File: config.mk
export PLATFORM = sky130hd
export DESIGN_NAME = ex_result_stage_flat
export DESIGN_NICKNAME = d
export VERILOG_FILES = /design/src/rtl/ex_result_stage_pkg.sv /design/src/rtl/ex_result_stage_if.sv /design/src/rtl/ex_result_fifo.sv /design/src/rtl/ex_result_stage.sv /design/src/flat_wrapper.sv
export SDC_FILE = /design/constraint.sdc
export NUM_CORES = 1
export LEC_CHECK = 0
export ABC_AREA = 1
export CORE_ASPECT_RATIO = 1.1
export CORE_MARGIN = 3
export CORE_UTILIZATION = 48
export DETAILED_ROUTE_END_ITERATION = 7
export PLACE_DENSITY = 0.79
export SLEW_MARGIN = 10
export SYNTH_ARGS = -nofsm -noshare
export SYNTH_HDL_FRONTEND = slang
export SYNTH_SLANG_ARGS = --single-unit
File: constraint.sdc
create_clock -name clk -period 2.2 [get_ports clk]
set_input_delay 0.33 -clock clk [delete_from_list [all_inputs] [get_ports clk]]
set_output_delay 0.33 -clock clk [all_outputs]
set_load 0.005 [all_outputs]
File: src/rtl/ex_result_stage_pkg.sv
// rtl/ex_result_stage_pkg.sv - opcode constants and flag-class mapping for the execute result stage
package ex_result_stage_pkg;

    localparam logic [3:0] OP_ADD    = 4'b0000;
    localparam logic [3:0] OP_SUB    = 4'b0001;
    localparam logic [3:0] OP_XOR    = 4'b0010;
    localparam logic [3:0] OP_RED    = 4'b0011;
    localparam logic [3:0] OP_SLL    = 4'b0100;
    localparam logic [3:0] OP_SRA    = 4'b0101;
    localparam logic [3:0] OP_ROR    = 4'b0110;
    localparam logic [3:0] OP_PADDSB = 4'b0111;

    typedef enum logic [1:0] {
        FLAGS_NONE = 2'd0,
        FLAGS_Z    = 2'd1,
        FLAGS_ZVN  = 2'd2
    } flag_class_t;

    function automatic flag_class_t flag_class(input logic [3:0] op);
        case (op)
            OP_ADD, OP_SUB:                 return FLAGS_ZVN;
            OP_XOR, OP_SLL, OP_SRA, OP_ROR: return FLAGS_Z;
            default:                        return FLAGS_NONE;
        endcase
    endfunction

endpackage

File: src/rtl/ex_result_stage_if.sv
// rtl/ex_result_stage_if.sv - execute-to-memory result handshake and flag outputs
interface ex_result_stage_if #(
    parameter int DW = 16,
    parameter int RW = 4
);
    logic          flush;
    logic          in_valid;
    logic          in_ready;
    logic [3:0]    in_opcode;
    logic [DW-1:0] in_result;
    logic          in_ovfl;
    logic [RW-1:0] in_rd;
    logic          in_wr_en;
    logic          out_valid;
    logic          out_ready;
    logic [DW-1:0] out_result;
    logic [RW-1:0] out_rd;
    logic          out_wr_en;
    logic          flag_z;
    logic          flag_v;
    logic          flag_n;

    modport master (
        output flush, in_valid, in_opcode, in_result, in_ovfl, in_rd, in_wr_en, out_ready,
        input  in_ready, out_valid, out_result, out_rd, out_wr_en, flag_z, flag_v, flag_n
    );

    modport slave (
        input  flush, in_valid, in_opcode, in_result, in_ovfl, in_rd, in_wr_en, out_ready,
        output in_ready, out_valid, out_result, out_rd, out_wr_en, flag_z, flag_v, flag_n
    );
endinterface

File: src/rtl/ex_result_fifo.sv
// rtl/ex_result_fifo.sv - generic synchronous FIFO with push/pop/flush and occupancy count
module ex_result_fifo #(
    parameter int DEPTH = 2,
    parameter int W     = 21,
    localparam int AW   = $clog2(DEPTH),
    localparam int CW   = AW + 1
) (
    input  logic          clk,
    input  logic          rst,
    input  logic          flush,
    input  logic          push,
    input  logic [W-1:0]  push_data,
    input  logic          pop,
    output logic [W-1:0]  pop_data,
    output logic [CW-1:0] count
);
    logic [W-1:0]  mem [DEPTH];
    logic [AW-1:0] wr_ptr;
    logic [AW-1:0] rd_ptr;
    logic [CW-1:0] cnt;

    // DEPTH is a power of two, so natural pointer overflow gives modulo-DEPTH wrap
    always_ff @(posedge clk) begin
        if (rst || flush) begin
            wr_ptr <= '0;
            rd_ptr <= '0;
            cnt    <= '0;
        end else begin
            if (push) wr_ptr <= wr_ptr + 1'b1;
            if (pop)  rd_ptr <= rd_ptr + 1'b1;
            case ({push, pop})
                2'b10:   cnt <= cnt + 1'b1;
                2'b01:   cnt <= cnt - 1'b1;
                default: cnt <= cnt;
            endcase
        end
    end

    always_ff @(posedge clk) begin
        if (push) mem[wr_ptr] <= push_data;
    end

    assign pop_data = mem[rd_ptr];
    assign count    = cnt;

endmodule

File: src/rtl/ex_result_stage.sv
// rtl/ex_result_stage.sv - buffers execute results in order and owns the Z/V/N flag register
module ex_result_stage
    import ex_result_stage_pkg::*;
#(
    parameter int DEPTH = 2,
    parameter int DW    = 16,
    parameter int RW    = 4
) (
    input  logic             clk,
    input  logic             rst,
    ex_result_stage_if.slave bus
);
    localparam int W  = DW + RW + 1;
    localparam int CW = $clog2(DEPTH) + 1;

    logic [CW-1:0] count;
    logic [W-1:0]  head;
    logic          out_valid;
    logic          accept;
    logic          pop;
    logic          flag_z_q;
    logic          flag_v_q;
    logic          flag_n_q;
    flag_class_t   fclass;

    // in_ready looks only at registered occupancy so ALU timing never sees out_ready
    assign bus.in_ready = (count < CW'(DEPTH));
    assign out_valid    = (count != '0);
    assign accept       = bus.in_valid & bus.in_ready & ~bus.flush;
    assign pop          = out_valid & bus.out_ready & ~bus.flush;

    ex_result_fifo #(
        .DEPTH (DEPTH),
        .W     (W)
    ) u_fifo (
        .clk       (clk),
        .rst       (rst),
        .flush     (bus.flush),
        .push      (accept),
        .push_data ({bus.in_wr_en, bus.in_rd, bus.in_result}),
        .pop       (pop),
        .pop_data  (head),
        .count     (count)
    );

    assign bus.out_valid  = out_valid;
    assign bus.out_result = out_valid ? head[DW-1:0] : '0;
    assign bus.out_rd     = out_valid ? head[DW+RW-1:DW] : '0;
    assign bus.out_wr_en  = out_valid & head[DW+RW];

    assign fclass = flag_class(bus.in_opcode);

    // Flags follow the accept, not the pop, so they are architecturally ahead of the buffer
    always_ff @(posedge clk) begin
        if (rst) begin
            flag_z_q <= 1'b0;
            flag_v_q <= 1'b0;
            flag_n_q <= 1'b0;
        end else if (accept) begin
            case (fclass)
                FLAGS_ZVN: begin
                    flag_z_q <= (bus.in_result == '0);
                    flag_v_q <= bus.in_ovfl;
                    flag_n_q <= bus.in_result[DW-1];
                end
                FLAGS_Z: flag_z_q <= (bus.in_result == '0);
                default: ;
            endcase
        end
    end

    assign bus.flag_z = flag_z_q;
    assign bus.flag_v = flag_v_q;
    assign bus.flag_n = flag_n_q;

endmodule
File: src/flat_wrapper.sv
// flat-port wrapper written by rule: the top's interface ports become plain ports
module ex_result_stage_flat import ex_result_stage_pkg::*;
#(
    parameter int DEPTH = 2,
    parameter int DW    = 16,
    parameter int RW    = 4
)
  (clk, rst, bus_flush, bus_in_valid, bus_in_opcode, bus_in_result, bus_in_ovfl, bus_in_rd, bus_in_wr_en, bus_out_ready, bus_in_ready, bus_out_valid, bus_out_result, bus_out_rd, bus_out_wr_en, bus_flag_z, bus_flag_v, bus_flag_n);
  ex_result_stage_if #(.DW(DW), .RW(RW)) bus_i ();
  input  logic clk;
  input  logic rst;
  input wire logic [$bits(bus_i.flush)-1:0] bus_flush;
  input wire logic [$bits(bus_i.in_valid)-1:0] bus_in_valid;
  input wire logic [$bits(bus_i.in_opcode)-1:0] bus_in_opcode;
  input wire logic [$bits(bus_i.in_result)-1:0] bus_in_result;
  input wire logic [$bits(bus_i.in_ovfl)-1:0] bus_in_ovfl;
  input wire logic [$bits(bus_i.in_rd)-1:0] bus_in_rd;
  input wire logic [$bits(bus_i.in_wr_en)-1:0] bus_in_wr_en;
  input wire logic [$bits(bus_i.out_ready)-1:0] bus_out_ready;
  output wire logic [$bits(bus_i.in_ready)-1:0] bus_in_ready;
  output wire logic [$bits(bus_i.out_valid)-1:0] bus_out_valid;
  output wire logic [$bits(bus_i.out_result)-1:0] bus_out_result;
  output wire logic [$bits(bus_i.out_rd)-1:0] bus_out_rd;
  output wire logic [$bits(bus_i.out_wr_en)-1:0] bus_out_wr_en;
  output wire logic [$bits(bus_i.flag_z)-1:0] bus_flag_z;
  output wire logic [$bits(bus_i.flag_v)-1:0] bus_flag_v;
  output wire logic [$bits(bus_i.flag_n)-1:0] bus_flag_n;
  assign bus_i.flush = bus_flush;
  assign bus_i.in_valid = bus_in_valid;
  assign bus_i.in_opcode = bus_in_opcode;
  assign bus_i.in_result = bus_in_result;
  assign bus_i.in_ovfl = bus_in_ovfl;
  assign bus_i.in_rd = bus_in_rd;
  assign bus_i.in_wr_en = bus_in_wr_en;
  assign bus_i.out_ready = bus_out_ready;
  assign bus_in_ready = bus_i.in_ready;
  assign bus_out_valid = bus_i.out_valid;
  assign bus_out_result = bus_i.out_result;
  assign bus_out_rd = bus_i.out_rd;
  assign bus_out_wr_en = bus_i.out_wr_en;
  assign bus_flag_z = bus_i.flag_z;
  assign bus_flag_v = bus_i.flag_v;
  assign bus_flag_n = bus_i.flag_n;
  ex_result_stage #(.DEPTH(DEPTH), .DW(DW), .RW(RW)) u_core (.clk(clk), .rst(rst), .bus(bus_i));
endmodule
==> results of run 1 <==
## worst paths after layout
check                                                         start                                   to  cells past startpoint  slack, ps
worst max-delay path                                      flip-flop                    bus_out_result[1]                      4        130
worst min-delay path              u_core.u_fifo.rd_ptr$_SDFFE_PP0P_    u_core.u_fifo.rd_ptr$_SDFFE_PP0P_                      2        500
worst max register to register  u_core.u_fifo.count[1]$_SDFFE_PP0P_  u_core.u_fifo.count[1]$_SDFFE_PP0P_                      9        730
worst min register to register    u_core.u_fifo.rd_ptr$_SDFFE_PP0P_    u_core.u_fifo.rd_ptr$_SDFFE_PP0P_                      2        500
## cell type report
class	instances	area [um^2]	share of cell area, %
Timing Repair Buffer	62	618	21.6
Clock inverter	2	8.76	0.306
Tap cell	52	65.1	2.28
Sequential cell	50	1420	49.7
Clock buffer	6	72.6	2.54
Multi-Input combinational cell	118	621	21.7
Inverter	13	51.3	1.80
## what timing repair did
action | 4_1_cts | 5_1_grt
setup buffers | 0 | 0
endpoints found under the setup margin | 0 | 14
endpoints found under the hold margin | 0 | 0
gates resized for setup | 0 | 2
hold buffers | 0 | 0
## power by group
part	total (mW)	leakage, nW	internal, mW	switching [mW]
logic	0.168	0.511	0.0919	0.0762
registers	1.06	0.451	1.05	0.00716
clock network	0.478	0.0426	0.219	0.260
## critical path, stage by stage (launching register included)
cell and delay (ps):
dfxtp_1 480, buf_4 240, nand2_1 80, a21oi_2 140, clkdlybuf4s50_1 510
## routing by layer
metal	track usage (%)	vias to the layer above
met5	0	-
met4	6.72	0
met3	4.75	6
met2	28.4	40
met1	15.4	673
li1	-	749
## placed cells by master (no fill, tap or decap), drive strengths merged
cell type	instances
o21ai	3
buf	6
a21oi	26
a31oi	1
dfxtp	8
clkbuf	6
clkdlybuf4s50	56
inv	13
ha	2
or2	2
clkinv	2
nand2	58
nor2	23
edfxtp	42
nand3b	1
nor3	1
nand4	1
## registers in the layout, indices dropped and copies added (netlist names), named ones only
signal                flops
u_core.u_fifo.mem        42
u_core.u_fifo.count       2
u_core.bus.flag_n         1
u_core.bus.flag_v         1
u_core.bus.flag_z         1
u_core.u_fifo.rd_ptr      1
u_core.u_fifo.wr_ptr      1
## stage by stage
| step | hold slack, ps | cell area (um^2) | total power [mW] | instances | utilization, % |
|---|---|---|---|---|---|
| 2_1_floorplan | 429 | 2130 | 1.15 | 187 | - |
| 3_3_place_gp | 480 | 2770 | 1.25 | 295 | 67.4 |
| 3_5_place_dp | 491 | 2770 | 1.25 | 295 | 67.4 |
| 4_1_cts | 503 | 2860 | 1.73 | 303 | 69.4 |
| 5_1_grt | 531 | 2860 | 1.77 | 303 | 69.5 |
| 6_report | 501 | 2860 | 1.71 | 303 | 69.5 |
## kinds of logic after synthesis
kind of cell               count (synthesis)  synth area share [%]
and+or+nand+nor                           86                  16.9
buffers and inverters                     19                  4.29
adders and majority gates                  2                  1.18
AOI/OAI and AO/OA                         30                  10.8
DFF                                       50                  66.8
==> qor.csv, run 1 <==
metric,value,unit
die width,69.5,um
fill count,313,
hpwl dp,2840,um
"flops & latches, synth",50,
Syn Area/Cell,11.4,um^2
maximum VDD drop,0.373,mV
setup ws final,133,ps
ys flop type,edfxtp_1,
Post-synth EDFFs,42,
total grt overflow,0,
Avg WL per Cell,12.7,um
Rows,24,
ant diodes,0,
synth warn,0,
Final Hold Viols,0,
htree depth,2,
initial antenna violation count,0,
deepest clock path buffer count,2,
DRT antenna net count,0,
worst skew pair latency,290,ps
IO Pins,57,
setup TNS,0,ps
pre-CTS WS,337,ps
Num CTS Buffers,5,
Final GP Congestion,0.734,
vias in the first global route,1393,
asr flop ratio synth,0,%
I/O Buffers,56,
Worst Path Max Fanout,11,
DRC violations left,0,
Max-slew headroom,78.2,%
post-synthesis sequential area ratio,66.8,%
Tot GR Track Use,15.0,%
final number of setup-violating endpoints,0,
unrepaired setup endpoints after global routing,no,
CP Class,reg -> out,
area of the core,4110,um^2
first-pass GRT wire length,6020,um
Post-synth top cells,"56 x nand2_1, 42 x edfxtp_1, 21 x nor2_1, 20 x a21oi_2, 10 x inv_1",
initial drt markers,33,
Worst-Margin Slew,327,ps
top cell type's share of synthesized area,59.3,%
Worst Path Arrival,1740,ps
max-cap violations,0,
Root Driver,clkbuf_8,
top post-synthesis cells by area,"edfxtp_1 59%, nand2_1 9.9%, a21oi_2 8.2%, dfxtp_1 7.5%, nor2_1 3.7%",
worst hold path class,reg -> reg,
top-count cell post-synth,nand2_1,
Met2 Wirelength,2030,um
DR vias,1468,
share of cells above drive strength 1,17.5,%
DIE AREA,5270,um^2
CTS Sinks,50,
Syn-to-layout area delta,34.3,%
met1 WL,1570,um
Detailed Route WL,3840,um
CTS tree,yes,
met3 wire len,167,um
Static Leak,1.00,nW
Die Y,75.8,um
critical path startpoint category,flip-flop,
status,"finished, final reports clean",
Cells after Synth,187,
Max Slew Vio Count,0,
synthesized area,2130,um^2
highest metal used,met4,
Setup Skew,3.53,ps
"Net count, final",283,
largest net degree at the start of global routing,22,
Mapped Nets,220,
Clock Pin Slew Worst Setup and Hold Paths,80,ps
post-synth top area cell,edfxtp_1,
PD cells,597,nW/um^2
crit path capture type,primary output,
Pre-antenna DRT Iters,4,
fmax,0.484,GHz
CP required,1870,ps
DR vias/cell,4.84,
fin crit share,94.0,%
Final Critical Period,2070,ps
Yosys cell types,23,
initial core utilization,51.7,%
No activity file was read; power rests on OpenSTA's default activity.
==> run 2, diff against run 1 <==
ABC_AREA = default   (was 1)
CORE_MARGIN = 2   (was 3)
CORE_UTILIZATION = 47   (was 48)
==> qor.csv, run 2 <==
metric,value,unit,change
CP required,1870,ps,about the same
Syn Area/Cell,14.5,um^2,+28%
deepest clock path buffer count,2,,unchanged
CP dominant cell by count,nor2_1,,
Detailed Route WL,3800,um,-0.91%
Worst Path Max Fanout,22,,+11
share of cells above drive strength 1,6.97,%,-11 points
post-synthesis sequential area ratio,71.0,%,+4.2 points
setup TNS,0,ps,unchanged
pre-CTS WS,42.4,ps,-294 ps
Final GP Congestion,0.707,,-3.7%
die width,66.2,um,-4.7%
Max Slew Vio Count,0,,unchanged
IO Pins,57,,unchanged
largest net degree at the start of global routing,23,,+4.5%
Worst-Margin Slew,438,ps,+111 ps
Internal Pwr Total,1.37,mW,+0.61%
CP peak stage delay,530,ps,+20 ps
Switch Pwr,0.342,mW,-0.21%
Avg WL per Cell,15.0,um,+19%
Non-Filler Instances,253,,-17%
cells along the critical path,"nor2_1, buf_4, nor2_1, clkdlybuf4s50_1",,
most frequent cells in the layout,"56 x clkdlybuf4s50_1, 42 x edfxtp_1, 26 x nor2_1",,
CTS Sinks,50,,unchanged
Yosys cell types,22,,-4.3%
top-count cell post-synth,edfxtp_1,,
synth warn,0,,unchanged
reg2reg setup slack,400,ps,-330 ps
Worst Path Arrival,1770,ps,+30 ps
ys flop type,edfxtp_1,,
ant diodes,0,,unchanged
CTS resizes,0,,unchanged
"commonest non-fill, non-tap cell in the layout",clkdlybuf4s50_1,,
first-pass GRT wire length,5870,um,-2.5%
Mapped Nets,171,,-22%
Tot GR Track Use,17.0,%,+2.0 points
maximum VDD drop,0.380,mV,+2.0%
post-synth top area cell,edfxtp_1,,
CTS tree,yes,,
Post-Place Cells,245,,-17%
area of the core,4020,um^2,-2.2%
DR vias,1296,,-12%
initial antenna violation count,0,,unchanged
Clock Power Share,28.3,%,+0.3 points
Syn-to-layout area delta,37.1,%,
hold-fix buffers at CTS,0,,unchanged
hpwl dp,2670,um,-6.1%
crit path capture type,primary output,,
Post-CTS Setup Inserts,0,,unchanged
Max-slew headroom,70.5,%,-7.7 points
setup ws final,96.8,ps,-36.2 ps
sw frac,20.0,%,-0.13 points
synthesized area,2000,um^2,-5.9%
top cell type's share of synthesized area,63.0,%,+3.7 points
Post-synth EDFFs,42,,unchanged
max FFs per register,42,,unchanged
PD cells,624,nW/um^2,+4.5%
Rows,24,,unchanged
Static Leak,0.889,nW,-11%
Root Driver,clkbuf_8,,
vias in the first global route,1278,,-8.3%
Die Y,72.5,um,-4.4%
critical path startpoint category,flip-flop,,
Worst path slowest cell,clkdlybuf4s50_1,,
fin crit share,95.6,%,+1.6 points
Clock Pin Slew Worst Setup and Hold Paths,70,ps,about the same
worst hold path class,reg -> reg,,
Setup Skew,7.44,ps,+3.90 ps
Comb pwr share,9.8,%,about the same
DRC violations left,0,,unchanged
Cells after Synth,138,,-26%
register share of total power,61.9,%,-0.2 points
Final Hold Viols,0,,unchanged
max-cap violations,0,,unchanged
"Net count, final",233,,-18%
final number of setup-violating endpoints,0,,unchanged
top post-synthesis cells by area,"edfxtp_1 63%, mux2i_1 12%, dfxtp_1 8.0%, nor2_1 5.1%, ha_1 1.2%",,
Post-synth top cells,"42 x edfxtp_1, 27 x nor2_1, 24 x mux2i_1, 8 x dfxtp_1, 5 x nor3_1",,
status,"finished, final reports clean",,
worst skew pair latency,300,ps,about the same
DIE AREA,4800,um^2,-8.9%
Pre-antenna DRT Iters,4,,unchanged
initial drt markers,29,,-12%
htree depth,2,,unchanged
initial core utilization,49.8,%,-2.0 points
I/O Buffers,56,,unchanged
Largest Register,u_core.u_fifo.mem,,
asr flop ratio synth,0,%,unchanged
fmax,0.475,GHz,-1.7%
"flops & latches, synth",50,,unchanged
total grt overflow,0,,unchanged
unrepaired setup endpoints after global routing,no,,
cell family with most CP delay,buffers and inverters,,
DRT antenna net count,0,,unchanged
Worst Path Buf+Inv,2,,unchanged
Num CTS Buffers,5,,unchanged
Final Critical Period,2100,ps,+36.2 ps
DR vias/cell,5.12,,+5.7%
CP Class,reg -> out,,
-- run 2: changes by cell type after synthesis, moves of 3 or more --
cell	delta
nor4_1	+4
inv_2	-3
nor2_1	+6
mux2i_1	+24
a21oi_1	-6
nor3_1	+5
clkbuf_1	+4
nand2_1	-56
a21oi_2	-20
inv_1	-6
-- run 2: path summary, 6_finish.rpt --
path                                       startpoint                                  end  cells after the start
setup reg to reg  u_core.u_fifo.count[1]$_SDFFE_PP0P_  u_core.u_fifo.count[1]$_SDFFE_PP0P_                      5
hold reg to reg        u_core.bus.flag_z$_SDFFE_PP0P_       u_core.bus.flag_z$_SDFFE_PP0P_                      2
setup / recovery  u_core.u_fifo.count[1]$_SDFFE_PP0P_                    bus_out_result[1]                      4
hold / removal         u_core.bus.flag_z$_SDFFE_PP0P_       u_core.bus.flag_z$_SDFFE_PP0P_                      2
-- run 2: final cells by class --
cell class	count	area, um^2
clock inverter	2	8.76
multi-input combinational	77	533
tap	52	65.1
clock buffer	6	72.6
inverter	4	15.0
fill	291	1280
sequential	50	1420
timing repair buffer	62	631
-- run 2: cell families after synthesis --
logic type	after synthesis	synth area share, %
adder cells (fa/ha/maj)	2	1.25
AND/OR/NAND/NOR	43	10.2
AO/OA/AOI/OAI	4	1.25
flip-flops	50	71.0
XOR/XNOR	4	1.75
buffers and inverters	11	2.56
multiplexers	24	12.0
-- run 2: worst reg2reg max path, cell delays in order, from the launching register on --
cell and delay, ps:
dfxtp_1 390, o21ai_0 330, nor2_1 90, ha_1 350, or3_1 350, a211oi_1 210
-- run 2: power by group through the flow --
| stage | Combinational [mW] | Sequential [mW] | Clock (mW) |
|---|---|---|---|
| global route | 0.182 | 1.06 | 0.533 |
| CTS | 0.170 | 1.06 | 0.500 |
| detailed placement | 0.169 | 1.08 | 0 |
| global placement | 0.162 | 1.08 | 0 |
| floorplan | 0.0570 | 1.08 | 0 |
| finish | 0.168 | 1.06 | 0.485 |
-- run 2: stage by stage --
stage	util, %	instance area, um^2	total power, mW	hold WS [ps]
2_1_floorplan	-	2000	1.14	429
3_3_place_gp	66.2	2670	1.24	483
3_5_place_dp	66.2	2670	1.25	485
4_1_cts	68.3	2750	1.73	501
5_1_grt	68.3	2750	1.78	562
6_report	68.3	2750	1.71	499
-- run 2: per-layer routing --
layer,global-route usage (%),wire length [um],vias to the layer above
met5,0,0,-
met4,6.12,34,0
met3,5.89,292,4
met2,30.6,1990,53
met1,18.3,1480,613
li1,-,-,626
==> variant: new RTL, config.mk and constraints of run 1 <==
Make the reset (`rst`) asynchronous in one clocked block.
--- a/src/rtl/ex_result_stage.sv
+++ b/src/rtl/ex_result_stage.sv
@@ -52,5 +52,5 @@
 
     // Flags follow the accept, not the pop, so they are architecturally ahead of the buffer
-    always_ff @(posedge clk) begin
+    always_ff @(posedge clk or posedge rst) begin
         if (rst) begin
             flag_z_q <= 1'b0;
Function: differs if rst is asserted again (counterexample within 4 cycles, from zero or initial values and one cycle with rst high); with rst held inactive, the same outputs for 10 cycles.
==> variant against run 1 <==
  * Count of clock-buffer cells in the layout is 1 lower
  * Largest power group unchanged
  * Routed wire length is 0.76% lower
  * Design area is 2.8% lower
  * Sequential cell count stayed put
  * Via count is 1.2% higher
  * Total power is 3.7% higher
  * Largest cell class unchanged
  * Area after synthesis is 4.5% lower
  * Worst setup slack better by 18 ps
  * Combinational power is 5% higher
  * Non-clock buffer count is 1 higher
==> variant: results (changes against run 1) <==
Highest net fanout along the worst path: 9 (-2). For the count of fill cells added during filler insertion, the log shows 315 (+0.64%). The run gives 810 ps (+80 ps) as the register-to-register setup slack.

Async set-or-reset flop fraction in the synthesized netlist: 0.0600 (+0.0600). For the layout multi-input combinational cell count, the log shows 117 (-0.85%). The worst hold path belongs to the class in2async. The arrival time reported for the critical path endpoint was 1720 ps (-20 ps); the fraction of area in clock buffers and inverters was 0.0338 (+0.00532). The non-clock buffer total of the final layout was 63 (+1.6%); the critical path's largest stage delay was 530 ps (+20 ps). Synthesized area divided by synthesized cell count: 11.1 sq um (-2.9%). The logs give 6000 um (-0.33%) for the global-route wire length before repair and 259 um (+55%) for the total length of routed met3 wires.

The tools report the DRC violation total after the first TritonRoute iteration as 89 (+170%). The reg-to-reg startpoint is u_core.u_fifo.count[1]$_SDFFE_PP0P_. In the synthesized netlist, the cells that appear most often are nand2_1, edfxtp_1, a21oi_1.

The count of unique library cells instantiated by Yosys is 18 (-22%). The number of clock-tree buffers in the layout was 5 (-1); the headroom to the max-slew limit was 0.821 (+0.0389). The routed metal-1 wire length came out at 1410 um (-10%). The sequential cell area was 1440 sq um (+1.1%); the worst hold slack across all endpoints was 221 ps (-280 ps). Layout inverter count without the clock tree: 11 (-2).

After clock tree synthesis, the clock-pin slew on the worst setup and hold paths is 90 ps. The multi-input logic area is 528 sq um (-15%), and the non-clock buffer share of cell area is 0.221 (+0.00443). The reported leakage power is 1.02 nW (+1.7%), and the proportion of layout cells with a drive suffix above 1 is 0.0964 (-0.0789).

The worst path setup slack after routing was 151 ps (+18.4 ps). The number of global-route vias before repair is 1,419 (+1.9%), and the cell area after placement is 2680 sq um (-3.2%). The tools report the global routing usage on met3 as 0.0453 (-0.00218). For the final weighted congestion in routability-driven placement, the log shows 0.784 (+6.8%).

The run gives 1,486 (+1.2%) as the total number of vias. The detailed-placement wirelength estimate is 2790 um (-1.8%), and the worst setup slack after placement is 442 ps (+105 ps). Clock skew after layout: 2.11 ps (-1.42 ps). The met1 track demand over resource in global routing is 0.180 (+0.0256), and the synthesized net count is 217 (-1.4%). The wire length per cell is 12.6 um (about the same). The final standard cell area without fillers was 2780 sq um (-2.8%); the summed instance area of the synthesized netlist was 2030 sq um (-4.5%). The cell sitting at the root of the clock tree is a clkbuf_8. The tools report the initial antenna violation count as 0 (unchanged). Sorting the synthesized cells by area gives the leading types as edfxtp_1, nand2_1, a21oi_1. The final layout net count was 281 (-0.71%). The flow ran to the end, and the final reports show no timing, DRC or antenna violations. The run gives 293 (-0.68%) as the number of instances in the placed design.
[variant: cells by family after synthesis]
kind of cell	after synthesis	synth area share
buf+inv	17	0.0351
flops	50	0.706
simple gates	89	0.182
compound gates	26	0.0646
fa+ha+maj	2	0.0123
[variant: power breakdown]
part | internal [W] | switching (W) | total (W) | leakage, nW
logic | 0.000102 | 0.0000754 | 0.000177 | 0.511
clock network | 0.000229 | 0.000292 | 0.000521 | 0.0447
registers | 0.00106 | 0.0000100 | 0.00107 | 0.466
[variant: final timing paths]
check / endpoint / cells past startpoint
hold reg to reg: u_core.bus.flag_v$_DFFE_PP0P_ / 2
min in group clk: u_core.bus.flag_v$_DFFE_PP0P_ / 2
max in group asynchronous: u_core.bus.flag_n$_DFFE_PP0P_ / 2
hold / removal: u_core.bus.flag_z$_DFFE_PP0P_ / 2
setup reg to reg: u_core.u_fifo.count[1]$_SDFFE_PP0P_ / 9
setup / recovery: bus_out_result[8] / 5
